$ cat config.mk
export PLATFORM = sky130hd
export DESIGN_NAME = uart_rx_bip
export DESIGN_NICKNAME = d
export VERILOG_FILES = /design/src/rtl/uart_pkg.sv /design/src/rtl/uart_baud_gen.sv /design/src/rtl/uart_rx_bip.sv
export SDC_FILE = /design/constraint.sdc
export NUM_CORES = 1
export LEC_CHECK = 0
export BUFFER_PORTS_ARGS = -buffer_cell sky130_fd_sc_hd__buf_2
export CAP_MARGIN = 20
export CORE_ASPECT_RATIO = 1.75
export CORE_MARGIN = 2
export CORE_UTILIZATION = 58
export DETAILED_ROUTE_END_ITERATION = 16
export PLACE_DENSITY_LB_ADDON = 0.12
export SLEW_MARGIN = 20
export SYNTH_ARGS = -nofsm -noshare
export SYNTH_HDL_FRONTEND = slang
export SYNTH_SLANG_ARGS = --single-unit
export TNS_END_PERCENT = 10
$ cat constraint.sdc
create_clock -name i_clk -period 2.7 [get_ports i_clk]
set_input_delay 0.27 -clock i_clk [delete_from_list [all_inputs] [get_ports i_clk]]
set_output_delay 0.27 -clock i_clk [all_outputs]
set_load 0.02 [all_outputs]
$ cat src/rtl/uart_pkg.sv
// uart_pkg: shared receiver state encoding and oversampling constants
package uart_pkg;

    typedef enum logic [2:0] {
        IDLE  = 3'd0,
        START = 3'd1,
        DATA  = 3'd2,
        STOP  = 3'd3,
        BRK   = 3'd4
    } state_t;

    localparam int OVS = 16;
    localparam int MID = 7;

endpackage

$ cat src/rtl/uart_baud_gen.sv
// uart_baud_gen: free-running divider producing a one-cycle oversample tick
module uart_baud_gen #(
    parameter int BAUD_DIV = 326
) (
    input  logic i_clk,
    input  logic i_rst_n,
    output logic o_tick
);

    localparam int CW = BAUD_DIV > 1 ? $clog2(BAUD_DIV) : 1;

    logic [CW-1:0] r_cnt;
    logic          w_wrap;

    assign w_wrap = r_cnt == CW'(BAUD_DIV - 1);
    assign o_tick = w_wrap;

    // count 0..BAUD_DIV-1 continuously; never restarted by frame activity
    always_ff @(posedge i_clk or negedge i_rst_n) begin
        if (!i_rst_n) r_cnt <= '0;
        else          r_cnt <= w_wrap ? '0 : r_cnt + 1'b1;
    end

endmodule

$ cat src/rtl/uart_rx_bip.sv
// uart_rx_bip: 8N1 UART receiver, 16x oversampled, one-byte holding register with error flags
module uart_rx_bip
    import uart_pkg::*;
#(
    parameter int DBIT     = 8,
    parameter int SB_TICK  = 16,
    parameter int BAUD_DIV = 326
) (
    input  logic            i_clk,
    input  logic            i_rst_n,
    input  logic            i_rx,
    input  logic            i_rd,
    output logic [DBIT-1:0] o_dout,
    output logic            o_valid,
    output logic            o_frame_err,
    output logic            o_overrun
);

    localparam int NW = DBIT > 1 ? $clog2(DBIT) : 1;

    logic            r_rx_m;
    logic            r_rx_s;
    logic            w_tick;
    state_t          r_state;
    logic [3:0]      r_s_cnt;
    logic [NW-1:0]   r_n;
    logic [DBIT-1:0] r_sh;
    logic            r_commit;
    logic            r_ferr;

    uart_baud_gen #(.BAUD_DIV(BAUD_DIV)) u_baud (
        .i_clk  (i_clk),
        .i_rst_n(i_rst_n),
        .o_tick (w_tick)
    );

    // two-flop synchronizer; line idles high so reset to 1
    always_ff @(posedge i_clk or negedge i_rst_n) begin
        if (!i_rst_n) {r_rx_m, r_rx_s} <= 2'b11;
        else          {r_rx_m, r_rx_s} <= {i_rx, r_rx_m};
    end

    // frame FSM: mid-bit sampling, LSB-first shift, one-cycle commit/error pulses
    always_ff @(posedge i_clk or negedge i_rst_n) begin
        if (!i_rst_n) begin
            r_state  <= IDLE;
            r_s_cnt  <= '0;
            r_n      <= '0;
            r_sh     <= '0;
            r_commit <= 1'b0;
            r_ferr   <= 1'b0;
        end else begin
            r_commit <= 1'b0;
            r_ferr   <= 1'b0;
            case (r_state)
                IDLE: if (!r_rx_s) begin
                    r_state <= START;
                    r_s_cnt <= '0;
                end
                START: if (w_tick) begin
                    if (r_s_cnt == 4'(MID)) begin
                        r_state <= r_rx_s ? IDLE : DATA;
                        r_s_cnt <= '0;
                        r_n     <= '0;
                    end else r_s_cnt <= r_s_cnt + 4'd1;
                end
                DATA: if (w_tick) begin
                    if (r_s_cnt == 4'(OVS - 1)) begin
                        r_sh    <= {r_rx_s, r_sh[DBIT-1:1]};
                        r_s_cnt <= '0;
                        if (r_n == NW'(DBIT - 1)) r_state <= STOP;
                        else                      r_n <= r_n + 1'b1;
                    end else r_s_cnt <= r_s_cnt + 4'd1;
                end
                STOP: if (w_tick) begin
                    if (r_s_cnt == 4'(SB_TICK - 1)) begin
                        r_state  <= r_rx_s ? IDLE : BRK;
                        r_commit <= r_rx_s;
                        r_ferr   <= !r_rx_s;
                        r_s_cnt  <= '0;
                    end else r_s_cnt <= r_s_cnt + 4'd1;
                end
                BRK: if (r_rx_s) r_state <= IDLE;
                default: r_state <= IDLE;
            endcase
        end
    end

    // holding register and sticky flags; a commit beats a same-cycle read for VALID/DOUT
    always_ff @(posedge i_clk or negedge i_rst_n) begin
        if (!i_rst_n) begin
            o_dout      <= '0;
            o_valid     <= 1'b0;
            o_frame_err <= 1'b0;
            o_overrun   <= 1'b0;
        end else begin
            if (i_rd) begin
                o_valid     <= 1'b0;
                o_frame_err <= 1'b0;
                o_overrun   <= 1'b0;
            end
            if (r_commit && (!o_valid || i_rd)) begin
                o_dout  <= r_sh;
                o_valid <= 1'b1;
            end
            if (r_commit && o_valid && !i_rd) o_overrun <= 1'b1;
            if (r_ferr) o_frame_err <= 1'b1;
        end
    end

endmodule

==> out/qor.csv, run 1 <==
metric,value,unit
Power Total,1.23,mW
Buffers & Inverters on Critical Path,0,
"CP delay by family, top",simple AND/OR/NAND/NOR gates,
CTS tree,built,
CP endpoint kind,flop,
Final Cycle Share,0.767,
Slew @ Worst Pin,0.855,ns
ys flop type,dfrtp_1,
Crit path largest cell delay,0.60,ns
setup TNS,0,ns
final setup vio count,0,
number of flops mapped to enable cells by yosys,0,
DRT antenna net count,0,
"critical path fanouts, max",11,
Place WS,0.651,ns
"Area growth, synth to finish",11.9,%
share of power burned in registers,0.514,
Mean Syn Cell Area,12.1,um^2
post-cts sizing count,0,
Tmin final,2.07,ns
vias in the first global route,1246,
chip width,47.3,um
Syn. warnings,0,
unique cell type count in the Yosys netlist,39,
switching share of power,0.186,
# Post-CTS Setup Buffers,0,
Hold Buf Count CTS,0,
"Req. time, crit path",2.88,ns
syn nets,166,
clk_lat worst skew,0.30,ns
Setup Crit Path Kind,reg2reg,
clock power share,0.475,
final hold violations,0,
Synth top area share,0.525,
crit-path cells,ha_1 -> and2_1 -> nor2b_1 -> or4b_4 -> mux2_4,
Hold EP,r_rx_m,
Max Fclk,483,MHz
Internal Power,1.00,mW
Reg-to-Reg End,r_sh[0],
Rows,27,
largest net degree at the start of global routing,43,
Vias/cell,5.52,
run status,completed,
FF-to-FF setup slack,0.63,ns
H-tree depth,2,
starting density of the core,0.607,
Num CTS Buffers,5,
FF-to-FF path depth,5,
number of antenna violations at the first check in global routing,0,
unrepaired setup endpoints after global routing,no,
critical path depth,5,
HPWL after DPL,2320,um
critical path arrival,2.25,ns
post-synthesis sequential area ratio,0.552,
worst hold stages,1,
Post-synth top cells,"40 x dfrtp_1, 11 x nor2_1, 10 x nand2_1",
maxcap violations,0,
drt pass-1 iters,4,
top-count cell post-synth,dfrtp_1,
antenna cells,0,
WL per Instance,15.0,um
Final Max Slew Viols,0,
global-route usage over all layers,0.209,
startpoint types,flop,
Post-Syn Area,0.00191,mm^2
die area,0.00378,mm^2
layout cells sized above 1,0.273,
grt total ovfl,0,
Post-Syn Instances,157,
Crit Reg-Reg Startpoint,r_s_cnt[0],
Crit-path slowest cell,or4b_4,
Cell Pwr Density,578,mW/mm^2
via count,1187,
Clock Skew,0.00762,ns
core area,0.00314,mm^2
Iter 0 DRT Violations,24,
CTS clock-pin slew for the worst setup and hold paths,0.08,ns
root buffer cell,clkbuf_8,
Final Worst Setup Slack,0.629,ns
min-delay worst type,in2reg,
# DRC,0,
Lkg Pwr,1.06,nW
Slew HR,0.430,
I/O Buffers,14,
Hold Path Origin,i_rx,
TritonCTS Sinks,42,
switching pwr,0.229,mW
Final GP Congestion,0.808,
number of synthesized register bits,42,
Synth area leader,dfrtp_1,
global-route wire length before repair,5490,um
num ports,15,
top post-synthesis cells by area,"dfrtp_1 52%, mux2_4 5.5%, mux2_2 5.3%",
worst vdd ir,0.460,mV
Max clock buf depth,2,
routed wire length,3220,um
Gate power share,0.012,
die extent in y,79.9,um
asr flop ratio synth,1.00,
final net count,180,
power groups by stage:
stage	registers [mW]	logic [mW]	clock network (mW)
floorplan	0.645	0.00135	0
global placement	0.645	0.0156	0
detailed placement	0.646	0.0157	0
CTS	0.633	0.0157	0.600
global route	0.634	0.0183	0.628
finish	0.633	0.0146	0.585
flip-flops by register name, summed over array words and instances (netlist names):
register      flops
o_dout            8
o_frame_err       1
r_rx_m            1
r_ferr            1
u_baud.r_cnt      9
o_valid           1
r_n               3
r_sh              8
r_state           3
r_s_cnt           4
r_commit          1
r_rx_s            1
o_overrun         1
metal layers:
layer  vias to the layer above  part of all wire  wire (um)  GRT usage
li1                        581                 -          -          -
met1                       575              0.38       1230      0.210
met2                        24              0.56       1820      0.355
met3                         7             0.029         94     0.0588
met4                         0             0.024         77      0.119
met5                         -                 0          0          0
through the flow:
stage	utilization	cell area (um^2)	instances	hold slack, ns
2_1_floorplan	-	1910	157	-0.0256
3_3_place_gp	0.635	2000	207	0.350
3_5_place_dp	0.635	2000	207	0.356
4_1_cts	0.679	2130	215	0.0570
5_1_grt	0.679	2130	215	0.0552
6_report	0.679	2130	215	0.0685
logic make-up after synthesis:
group	share of synthesized area
muxes	0.114
DFF	0.552
AOI/OAI and AO/OA	0.0846
buffers and inverters	0.0262
and+or+nand+nor	0.154
adders and majority gates	0.0328
xor gates and xnor gates	0.0367
placed cells by master (no fill, tap or decap), types with 3 or more instances in the layout:
| cell type | count |
|---|---|
| buf_2 | 14 |
| dfrtp_1 | 40 |
| nand3_1 | 7 |
| clkbuf_8 | 5 |
| a21oi_1 | 4 |
| mux2_4 | 7 |
| ha_1 | 5 |
| inv_1 | 4 |
| xnor2_1 | 5 |
| xor2_1 | 3 |
| nand2b_1 | 4 |
| nor2_1 | 11 |
| o21ai_0 | 9 |
| nand2_1 | 10 |
| mux2_2 | 9 |
| o2bb2ai_1 | 3 |
final cells by class:
cell class | count | area (um^2)
flip-flops and latches | 42 | 1050
clock buffers | 5 | 68.8
clock inverters | 3 | 68.8
multi-input cells | 104 | 803
repair buffers | 14 | 70.1
well taps | 43 | 53.8
fillers | 242 | 1010
inverters | 4 | 15.0
worst max path at each step:
stage	slack [ns]	startpoint	endpoint
global route	0.54	r_s_cnt[0]	r_sh[0]
floorplan	0.74	r_s_cnt[1]	r_sh[0]
global placement	0.67	r_s_cnt[0]	r_sh[0]
finish	0.63	r_s_cnt[0]	r_sh[0]
detailed placement	0.65	r_s_cnt[0]	r_sh[4]
CTS	0.63	r_s_cnt[0]	r_sh[0]
Power figures use the tool's default switching activity.
==> inputs of run 2 (changes only) <==
Settings changed: ABC_AREA set to 1, CORE_UTILIZATION 58 to 59.
Clock period 2.7 ns to 2.05 ns, I/O delays scaled along.
==> out/qor.csv, run 2 <==
metric,value,unit,change
Syn. warnings,0,,unchanged
grt met3 use,0.0333,,-0.0255
number of flops mapped to enable cells by yosys,0,,unchanged
Crit path largest cell delay,0.41,ns,-0.19 ns
# Post-CTS Setup Buffers,0,,unchanged
number of synthesized register bits,42,,unchanged
starting density of the core,0.626,,+0.0195
WL per Instance,12.8,um,-14%
max reg flops,9,,unchanged
# DRC,0,,unchanged
I/O Buffers,14,,unchanged
CP endpoint kind,flop,,
final setup vio count,0,,unchanged
via count,1509,,+27%
Setup Crit Path Kind,reg2reg,,
Iter 0 DRT Violations,26,,+8.3%
grt total ovfl,0,,unchanged
post-cts sizing count,0,,unchanged
Top Registers,"u_baud.r_cnt x9, o_dout x8, r_sh x8",,
antenna cells,0,,unchanged
Slew @ Worst Pin,0.442,ns,-0.413 ns
Final Max Slew Viols,0,,unchanged
CP dominant cell by count,nand2_1,,
number of antenna violations at the first check in global routing,0,,unchanged
H-tree depth,2,,unchanged
post-synthesis sequential area ratio,0.530,,-0.0229
unique cell type count in the Yosys netlist,28,,-28%
setup TNS,0,ns,unchanged
Post-Syn Area,0.00199,mm^2,+4.3%
HPWL after DPL,2800,um,+21%
asr flop ratio synth,1.00,,unchanged
Final GP Congestion,0.808,,about the same
Slew HR,0.706,,+0.275
most used routing layer,met2,,
drt pass-1 iters,4,,unchanged
Num CTS Buffers,5,,unchanged
unrepaired setup endpoints after global routing,no,,
largest net degree at the start of global routing,20,,-53%
DRT antenna net count,0,,unchanged
Tmin final,1.59,ns,-0.486 ns
die extent in y,80.8,um,+1.2%
Max Fclk,631,MHz,+31%
die area,0.00387,mm^2,+2.4%
Min Hold Slack,0.00985,ns,-0.0586 ns
TritonCTS Sinks,42,,unchanged
CTS tree,built,,
Vias/cell,5.31,,-3.8%
vias in the first global route,1526,,+22%
Max clock buf depth,2,,unchanged
Mean Syn Cell Area,9.08,um^2,-25%
ys flop type,dfrtp_1,,
top post-synthesis cells by area,"dfrtp_1 50%, nand2_1 9.4%, inv_1 5.3%",,
min-delay worst type,in2reg,,
Synth top area share,0.503,,-0.0218
"critical path fanouts, max",10,,-1
Synth area leader,dfrtp_1,,
run status,completed,,
syn nets,228,,+37%
met1 Resource Use GR,0.203,,-0.00779
root buffer cell,clkbuf_8,,
Rows,27,,unchanged
GR Util met2,0.420,,+0.0646
chip width,47.9,um,+1.2%
Post-synth top cells,"50 x nand2_1, 40 x dfrtp_1, 28 x inv_1",,
most frequent cells in the layout,"50 x nand2_1, 40 x dfrtp_1, 28 x inv_1, 17 x nand3_1, 15 x nor2_1",,
"Most flops, register",u_baud.r_cnt,,
Cell Pwr Density,612,mW/mm^2,+5.9%
worst vdd ir,0.615,mV,+33%
num ports,15,,unchanged
layout cells sized above 1,0.220,,-0.0533
critical path arrival,1.77,ns,-0.48 ns
placed instance area,0.00211,mm^2,+5.9%
"Req. time, crit path",2.23,ns,-0.65 ns
final net count,250,,+39%
Clock Skew,0.00283,ns,-0.00479 ns
Crit-path slowest cell,dfrtp_1,,
final hold violations,0,,unchanged
Final Cell Area,0.00220,mm^2,+3.2%
global-route wire length before repair,6030,um,+9.9%
crit-path cells,inv_1 -> ha_1 -> nand2_1 -> nor2_4 -> nand2_4 -> a21oi_2 -> inv_1 -> nand2_1 -> nand2_1,,
top-count cell post-synth,nand2_1,,
CTS clock-pin slew for the worst setup and hold paths,0.07,ns,about the same
Lkg Pwr,1.11,nW,+4.5%
"Area growth, synth to finish",10.7,%,
core area,0.00318,mm^2,+1.1%
clk_lat worst skew,0.29,ns,about the same
Post-Syn Instances,219,,+39%
Final Cycle Share,0.773,,+0.00618
routed wire length,3650,um,+13%
global-route usage over all layers,0.221,,+0.0121
startpoint types,flop,,
maxcap violations,0,,unchanged
"commonest non-fill, non-tap cell in the layout",nand2_1,,
## run 2: changes by cell type after synthesis, sizes merged, moves of 5 or more
| cell | delta |
|---|---|
| o21ai | +13 |
| nand2 | +45 |
| mux2 | -15 |
| clkbuf | -5 |
| nor2 | +9 |
| nand3 | +11 |
| inv | +27 |
## run 2: power by group
part	internal [mW]	switching [mW]	total [mW]
registers	0.832	0.00191	0.834
logic	0.00683	0.0201	0.0269
clock network	0.228	0.259	0.487
## run 2: layout make-up
| cell class | instances | area (um^2) |
|---|---|---|
| Fill cell | 281 | 973 |
| Sequential cell | 42 | 1050 |
| Tap cell | 43 | 53.8 |
| Timing Repair Buffer | 17 | 95.1 |
| Multi-Input combinational cell | 143 | 801 |
| Clock inverter | 2 | 10.0 |
| Clock buffer | 5 | 68.8 |
| Inverter | 32 | 120 |
## run 2: kinds of logic (layout without fill, tap and decap cells)
group,count (synthesis),after routing,synth area share
simple gates,102,102,0.243
xor+xnor,4,4,0.0176
compound gates,31,31,0.105
flops,42,42,0.530
mux,1,1,0.00566
fa+ha+maj,5,5,0.0314
buf+inv,34,56,0.0679
## run 2: critical path, delay by kind of cell (launching register included)
family | cells | cell delay, ns
buffers and inverters | 2 | 0.16
adders and majority gates | 1 | 0.14
DFF | 1 | 0.41
AOI/OAI and AO/OA | 1 | 0.29
and+or+nand+nor | 5 | 0.49
## run 2: per-stage QoR
step	std cells	total power, mW	utilization	setup WS, ns
global placement	276	0.875	0.665	0.544
detailed placement	276	0.876	0.665	0.479
CTS	284	1.36	0.693	0.461
finish	284	1.35	0.693	0.465
floorplan	219	0.852	-	0.629
global route	284	1.40	0.693	0.311
## run 2: worst paths after layout
| check | start | to | slack (ns) | cells past startpoint |
|---|---|---|---|---|
| max | u_baud.r_cnt[1] | r_s_cnt[1] | 0.46 | 9 |
| min | i_rx | r_rx_m | 0.01 | 1 |
| max reg2reg | u_baud.r_cnt[1] | r_s_cnt[1] | 0.46 | 9 |
| min reg2reg | r_rx_m | r_rx_s | 0.36 | 0 |
| max in group asynchronous | i_rst_n | r_rx_s | 1.06 | 3 |
| min in group asynchronous | i_rst_n | o_dout[4] | 0.39 | 2 |
## run 2: timing repair
action	CTS	global route
endpoints found under the setup margin	0	0
endpoints found under the hold margin	16	0
hold buffers	1	0
## run 2: routing by layer
metal  vias to the layer above  wire length (um)
met3                        14               114
met1                       713              1350
met4                         0               136
met2                        31              2050
met5                         -                 0
li1                        751                 -
==> inputs of run 3 (changes only) <==
Settings changed: CORE_UTILIZATION 59 to 53.
Clock period 2.05 ns to 1.3 ns, I/O delays scaled along.
==> out/qor.csv, run 3 (synthesized netlist as in run 2, its figures left out) <==
metric,value,unit,change
most used routing layer,met2,,
Slew HR,0.719,,+0.0133
CP dominant cell by count,nor2_4,,
crit-path cells,inv_1 -> ha_1 -> nand2_2 -> nor2_4 -> nand2_4 -> nor2_4 -> nand2_8 -> nand2_1 -> o21ai_2,,
TritonCTS Sinks,42,,unchanged
worst vdd ir,0.643,mV,+4.7%
Final GP Congestion,0.867,,+7.3%
Top Registers,"u_baud.r_cnt x9, o_dout x8, r_sh x8",,
Place WS,-0.178,ns,-0.657 ns
FF-to-FF path depth,9,,unchanged
largest net degree at the start of global routing,21,,+5.0%
Internal Power,1.90,mW,+78%
antenna cells,0,,unchanged
chip width,50.3,um,+5.1%
Clock Skew,0.00315,ns,+0.000316 ns
"Req. time, crit path",1.48,ns,-0.75 ns
"Most flops, register",u_baud.r_cnt,,
final setup vio count,26,,+26
critical path arrival,1.63,ns,-0.14 ns
num ports,15,,unchanged
routed wire length,3930,um,+7.8%
DRT antenna net count,0,,unchanged
root buffer cell,clkbuf_8,,
Final Worst Setup Slack,-0.141,ns,-0.606 ns
met1 Resource Use GR,0.235,,+0.0324
Tmin final,1.44,ns,-0.144 ns
worst hold stages,4,,+3
starting density of the core,0.548,,-0.0782
via count,1590,,+5.4%
layout cells sized above 1,0.384,,+0.164
Final Cycle Share,1.11,,+0.335
CTS clock-pin slew for the worst setup and hold paths,0.08,ns,about the same
Power Total,2.37,mW,+76%
Cell Pwr Density,904,mW/mm^2,+48%
Iter 0 DRT Violations,41,,+58%
"commonest non-fill, non-tap cell in the layout",nand2_1,,
final hold violations,0,,unchanged
Slew @ Worst Pin,0.422,ns,-0.0200 ns
drt pass-1 iters,4,,unchanged
CTS tree,built,,
Max Fclk,694,MHz,+10%
max reg flops,9,,unchanged
Crit-path slowest cell,dfrtp_1,,
Final Max Slew Viols,0,,unchanged
Min Hold Slack,0.125,ns,+0.115 ns
Crit path largest cell delay,0.38,ns,-0.03 ns
min-delay worst type,in2reg,,
H-tree depth,2,,unchanged
CP endpoint kind,flop,,
number of antenna violations at the first check in global routing,0,,unchanged
startpoint types,flop,,
Rows,29,,+7.4%
die area,0.00428,mm^2,+11%
Gate power share,0.023,,+0.003
Lkg Pwr,1.29,nW,+17%
Max clock buf depth,2,,unchanged
final net count,287,,+15%
global-route usage over all layers,0.207,,-0.0134
vias in the first global route,1564,,+2.5%
global-route wire length before repair,6730,um,+12%
maxcap violations,0,,unchanged
grt total ovfl,0,,unchanged
I/O Buffers,14,,unchanged
WL per Instance,12.1,um,-5.8%
Setup Crit Path Kind,reg2reg,,
unrepaired setup endpoints after global routing,yes,,
share of power burned in registers,0.553,,-0.066
GR Util met2,0.374,,-0.0456
switching pwr,0.471,mW,+68%
FF-to-FF setup slack,-0.14,ns,-0.61 ns
HPWL after DPL,2810,um,+0.27%
most frequent cells in the layout,"48 x nand2_1, 40 x dfrtp_1, 38 x buf_4, 26 x inv_1",,
Num CTS Buffers,5,,unchanged
grt met3 use,0.0387,,+0.00540
switching share of power,0.198,,-0.00999
die extent in y,85.1,um,+5.2%
clk_lat worst skew,0.29,ns,about the same
Vias/cell,4.89,,-7.9%
core area,0.00363,mm^2,+14%
failing checks,setup timing,,
run status,"complete, but fails checks",,
"critical path fanouts, max",16,,+6
# DRC,0,,unchanged
setup TNS,-2.29,ns,-2.29 ns
clock power share,0.424,,+0.063
"Area growth, synth to finish",31.9,%,
run 3: changes by cell type in the layout (fill, tap and decap cells not counted), sizes merged:
cell | before | now
clkinv | 3 | 1
buf | 16 | 52
clkbuf | 5 | 6
clkinvlp | 0 | 1
dlygate4sd3 | 1 | 2
bufinv | 0 | 1
run 3: what timing repair did:
| item | 4_1_cts | 5_1_grt |
|---|---|---|
| endpoints found under the setup margin | 22 | 27 |
| gates resized for setup | 14 | 10 |
| pin swaps | 5 | 2 |
| setup buffers | 0 | 3 |
| hold endpoints to repair | 18 | 0 |
| hold buffers | 2 | 0 |
run 3: through the flow:
stage	instances	instance area (um^2)	util
2_1_floorplan	219	2000	-
3_3_place_gp	312	2370	0.652
3_5_place_dp	312	2370	0.652
4_1_cts	322	2560	0.707
5_1_grt	325	2630	0.723
6_report	325	2630	0.723
run 3: final timing paths:
check | start | end
max | u_baud.r_cnt[1] | r_sh[1]
min | i_rd | o_overrun
max reg2reg | u_baud.r_cnt[1] | r_sh[1]
min reg2reg | r_rx_m | r_rx_s
max in group asynchronous | i_rst_n | r_rx_m
min in group asynchronous | i_rst_n | r_sh[0]
run 3: area by class of cell:
cell class	instances	area, um^2
clock buffers	6	72.6
clock inverters	2	37.5
fillers	281	1000
inverters	32	120
multi-input cells	143	908
flip-flops and latches	42	1050
well taps	46	57.6
repair buffers	54	375
run 3: metal layers:
layer | share of wire | vias up
met1 | 0.40 | 747
li1 | - | 815
met2 | 0.56 | 21
met3 | 0.021 | 7
met4 | 0.020 | 0
met5 | 0 | -
run 3: power by group through the flow:
stage / Sequential (mW) / Combinational (mW) / Clock, mW
floorplan: 1.34 / 0.00537 / 0
global placement: 1.34 / 0.0491 / 0
detailed placement: 1.34 / 0.0497 / 0
CTS: 1.31 / 0.0557 / 1.04
global route: 1.31 / 0.0622 / 1.08
finish: 1.31 / 0.0543 / 1.01
run 3: worst max-delay path: cells and delay by family, from the launching register on:
kind            cells  cell delay, ns
flops               1            0.38
simple gates        6            0.70
compound gates      1            0.06
fa+ha+maj           1            0.14
buf+inv             1            0.06
